### src/rtl/keymgr_pkg.sv
// Shared key manager types and constants.
// Sideload key bundle and packer state encoding.
package keymgr_pkg;

    localparam int KeyWidth  = 256;
    localparam int NumShares = 2;
    localparam int FillCntW  = 5;

    typedef struct packed {
        logic                                valid;
        logic [NumShares-1:0][KeyWidth-1:0] key;
    } hw_key_req_t;

    typedef enum logic {
        Fill  = 1'b0,
        Valid = 1'b1
    } packer_state_e;

endpackage

### src/rtl/keymgr_key_packer.sv
// Serial-to-parallel packer for the two-share sideload key.
// Words fill share 0 then share 1; the key is held until cleared.
module keymgr_key_packer
    import keymgr_pkg::*;
#(
    parameter int NumRegsKey   = 8,
    parameter int NumSharesKey = 2
) (
    input  logic                clk_i,
    input  logic                rst_i,
    input  logic                word_valid_i,
    input  logic [31:0]         word_data_i,
    output logic                word_ready_o,
    input  logic                clear_i,
    output hw_key_req_t         key_o,
    output logic [FillCntW-1:0] fill_cnt_o
);

    localparam int NumWords = NumRegsKey * NumSharesKey;
    localparam int WordIdxW = $clog2(NumWords);
    localparam logic [FillCntW-1:0] LastIdx = FillCntW'(NumWords - 1);

    if (NumRegsKey * 32 != KeyWidth) begin : g_bad_regs
        $error("NumRegsKey*32 must equal KeyWidth");
    end
    if (NumSharesKey != NumShares) begin : g_bad_shares
        $error("NumSharesKey must equal NumShares");
    end

    packer_state_e                   state_q;
    logic [FillCntW-1:0]             fill_cnt_q;
    logic                            valid_q;
    logic [NumShares*KeyWidth-1:0]   key_q;
    logic [NumWords-1:0]             word_we;
    logic                            accept;
    logic                            wipe;

    assign wipe         = rst_i || clear_i;
    assign word_ready_o = (state_q == Fill) && !clear_i && !rst_i;
    assign accept       = word_valid_i && word_ready_o;

    // Decode the fill counter into a one-hot word write enable.
    always_comb begin
        word_we = '0;
        if (accept) begin
            word_we[fill_cnt_q[WordIdxW-1:0]] = 1'b1;
        end
    end

    // Fill/Valid control; valid rises on the edge that stores the last word.
    always_ff @(posedge clk_i) begin
        if (wipe) begin
            state_q    <= Fill;
            fill_cnt_q <= '0;
            valid_q    <= 1'b0;
        end else begin
            unique case (state_q)
                Fill: begin
                    if (accept) begin
                        fill_cnt_q <= fill_cnt_q + FillCntW'(1);
                        if (fill_cnt_q == LastIdx) begin
                            state_q <= Valid;
                            valid_q <= 1'b1;
                        end
                    end
                end
                Valid: begin
                    state_q <= Valid;
                end
                default: begin
                    state_q <= Fill;
                end
            endcase
        end
    end

    // Key datapath; a wipe zeroes every word so no partial fill survives.
    always_ff @(posedge clk_i) begin
        if (wipe) begin
            key_q <= '0;
        end else begin
            for (int w = 0; w < NumWords; w++) begin
                if (word_we[w]) begin
                    key_q[w*32 +: 32] <= word_data_i;
                end
            end
        end
    end

    assign key_o.valid = valid_q;
    assign key_o.key   = key_q;
    assign fill_cnt_o  = fill_cnt_q;

endmodule

### config.mk
export PLATFORM = sky130hd
export DESIGN_NAME = keymgr_key_packer
export DESIGN_NICKNAME = d
export VERILOG_FILES = /design/src/rtl/keymgr_pkg.sv /design/src/rtl/keymgr_key_packer.sv
export SDC_FILE = /design/constraint.sdc
export NUM_CORES = 1
export LEC_CHECK = 0
export ABC_AREA = 1
export CAP_MARGIN = 10
export CORE_ASPECT_RATIO = 0.75
export CORE_UTILIZATION = 43
export CTS_CLUSTER_SIZE = 8
export DETAILED_ROUTE_END_ITERATION = 8
export PLACE_DENSITY = 0.87
export SYNTH_ARGS = -nofsm -noshare
export SYNTH_HDL_FRONTEND = slang
export SYNTH_SLANG_ARGS = --single-unit
### constraint.sdc
create_clock -name clk_i -period 1.6 [get_ports clk_i]
set_clock_uncertainty 0.05 [all_clocks]
set_input_delay 0.4 -clock clk_i [delete_from_list [all_inputs] [get_ports clk_i]]
set_output_delay 0.4 -clock clk_i [all_outputs]
set_load 0.05 [all_outputs]
==> summary.txt <==
Logic synthesis
  – Ys Warns: 0
  – Post-Synth Adder-Cell Area: 0.00321
  – Yosys top cell area share: 0.532
  – Main synth FF type: dfxtp_1
  – Avg Inst Size Synth: 6.81 um^2
  – Leading post-synthesis cells by instance count: nand2_1, nor2_1, dfxtp_1
  – Dominant cells by area after synthesis: dfxtp_1, nand2_1, nor2_1
  – Synth area leader: dfxtp_1
  – Share of flip-flops with an asynchronous set or reset: 0
  – Syn nets: 2907
  – Post-synth EDFFs: 0
  – Synth Area in Compound Gates: 0.00205
  – Simple-gate share of the synthesized area: 0.410
  – Synth Instances: 2866
  – Count leader, synth: nand2_1
  – Seq/Total Area, Yosys: 0.532
  – Register bit total from synthesis: 519
  – Post-synthesis mux area share: 0
  – Synth cell types: 15
  – Main combinational cell family by area after synthesis: simple AND/OR/NAND/NOR gates
  – Mapped Area: 19500 um^2
  – Xor/xnor share of the synthesized area: 0

Global routing
  – Largest net degree at the start of global routing: 125
  – GRT overflow: 0
  – Antenna violations before repair: 6
  – Number of global-route vias before repair: 23700
  – First-pass GRT wire length: 140000 um
  – Gr usage total: 0.403

Clock tree
  – Clock-pin slew on the worst setup and hold paths: 0.05 ns
  – Root Driver: clkbuf_16
  – TritonCTS clock tree: done
  – Hold_buf cts: 0
  – Worst skew pair latency: 0.59 ns
  – H-tree depth: 3
  – Clock sink total: 519
  – Total CTS buffers: 75
  – Clock tree buffer depth: 3

Drt
  – Total number of vias: 25500
  – First DRT Iteration DRCs: 3361
  – Final wirelength: 126000 um
  – First-pass iteration count of the detailed router: 8
  – Residual DRC count: 0
  – Drt wl/cell: 30.4 um
  – Remaining antenna violation count after routing: 0
  – Via density: 6.15

STA
  – Setup ws final: -0.609 ns
  – Final Setup Violations: 689
  – Slew @ Worst Pin: 0.665 ns
  – Final hold vios: 0
  – Relative slew margins: 0.557
  – RSZ-0062 raised after global routing: true
  – Fin. max-slew vios: 0
  – Min Clock Period, post-route: 2.21 ns
  – Tcrit/Tclk final: 1.38
  – Peak Freq: 453 MHz

Run
  – Max-cap viol count: 0

Power and ir drop
  – Pwr dens: 787 nW/um^2
  – P_leak: 14.4 nW
  – Worst vdd ir: 1.06 mV
  – Overall power: 29.7 mW

Floorplanning
  – Die Area: 46300 um^2
  – Row cnt: 67
  – Core area: 44700 um^2
  – Die X: 248 um
  – Initial core utilization: 0.437
  – Chip height: 187 um
  – I/O pins: 555

Setup path
  – CP max-delay cell: nor2_1
  – Beginning of the critical path: state_q$_SDFF_PP0_
  – Worst-path cell chain: inv_4 -> buf_6 -> nand3_4 -> buf_12 -> buf_16 -> nor2_4 -> buf_12 -> clkbuf_16 -> nor2_1 -> nor2_2
  – Crit path arrival time: 2.58 ns
  – CP peak stage delay: 0.51 ns
  – CP dominant cell by count: buf_12
  – Crit path buf inv count: 6
  – Setup CP Type: flip-flop to flip-flop
  – Crit-path max FO: 9
  – Required @ worst endpoint: 1.97 ns
  – Crit path launch type: flip-flop
  – Worst path top cell family by delay: simple AND/OR/NAND/NOR gates
  – Nature of the critical path endpoint: flip-flop
  – Worst reg2reg path startpoint: state_q$_SDFF_PP0_

Finish
  – Area occupied by multi-input gates: 9200 um^2
  – Fillers: 1823
  – FF/Latch Area: 10400 um^2
  – Final instance area: 37800 um^2
  – Area Growth Syn to Fin: 93.6%
  – Final net count: 3590
  – Layout cells sized above 1: 0.318

Min path
  – Hold WC Path Type: flip-flop to flip-flop
  – Hold_sp: valid_q$_SDFFE_PP0P_

Placement
  – Post-DP HPWL: 50900 um
  – Port bufs: 554
  – Placed Area: 31600 um^2
  – Gpl congestion: 0.836

Run status
  – Violated checks: setup timing
  – Outcome: finished, violations left
-- area by class of cell --
type                            count  area share
Antenna cell                        2    0.000132
Sequential cell                   519       0.276
Timing Repair Buffer              796       0.403
Inverter                           46     0.00493
Clock buffer                       81      0.0517
Multi-Input combinational cell   2111       0.244
Clock inverter                      5     0.00195
Tap cell                          586      0.0194
-- final timing paths --
path	end	cells after the start	slack (ns)
max	key_q[350]$_SDFFE_PP0P_	10	-0.61
min	valid_q$_SDFFE_PP0P_	2	0.46
max reg2reg	key_q[350]$_SDFFE_PP0P_	10	-0.61
min reg2reg	valid_q$_SDFFE_PP0P_	2	0.46
-- through the flow --
stage                     hold WS [ns]  TNS (ns)  instances  worst slack (ns)   util
after global routing             0.479    -94.73       4146            -0.625  0.846
after CTS                        0.456    -22.22       4066            -0.131  0.790
after global placement           0.429   -261.96       3908            -0.563  0.708
after detailed placement         0.448   -304.76       3908            -0.678  0.708
final                            0.464    -73.88       4146            -0.609  0.846
after floorplan                  0.378         0       2866           0.00140      -
-- report_power, final --
part	internal, mW	leakage [nW]	switching (mW)
clock network	8.56	0.991	6.19
logic	0.694	9.19	1.30
registers	13.0	4.19	0.0358
total	22.2	14.4	7.53
-- timing repair --
item,4_1_cts,5_1_grt
resized for setup,110,352
pin swaps,26,73
setup buffers,43,28
cloned,29,59
endpoints found under the setup margin,458,815
-- state kept, by name, summed over array words and instances (netlist names) --
name,cells
fill_cnt_o,5
key_q,512
state_q,1
valid_q,1
-- kinds of logic (layout without fill, tap and decap cells) --
group                      Yosys count  in the layout
AOI/OAI and AO/OA                    8              8
adders and majority gates            5              5
buffers and inverters              236            928
DFF                                519            519
other                                0              2
and+or+nand+nor                   2098           2098
-- cells in the final DEF, fill, tap and decap left out, types with 9 or more instances in the layout --
cell             synthesis  final
nand2_2                  0    116
nand2_4                  0     46
buf_16                   0     22
dfxtp_1                519    509
nor2_2                   3     57
clkdlybuf4s50_1          0     33
clkbuf_16                0    121
inv_1                   46     41
buf_6                    0     36
nor2_4                  14     47
nand2_1               1040    877
buf_4                    2     34
nand3_1                 10      9
buf_12                   0    616
nor2_1                1030    943
-- worst register-to-register path, delay by kind of cell (launching register included) --
kind | cells | cell delay, ns
buf+inv | 6 | 0.80
simple gates | 4 | 0.87
flops | 1 | 0.33
-- layer usage --
layer  global-route usage  up-vias  share of wire
li1                     -     9870              -
met3                0.152     1184           0.17
met5                    0        -         0.0038
met1                0.416    11700           0.31
met2                0.640     2697           0.41
met4                0.351       14           0.11
Note: power is estimated with default switching activity, not from simulation.
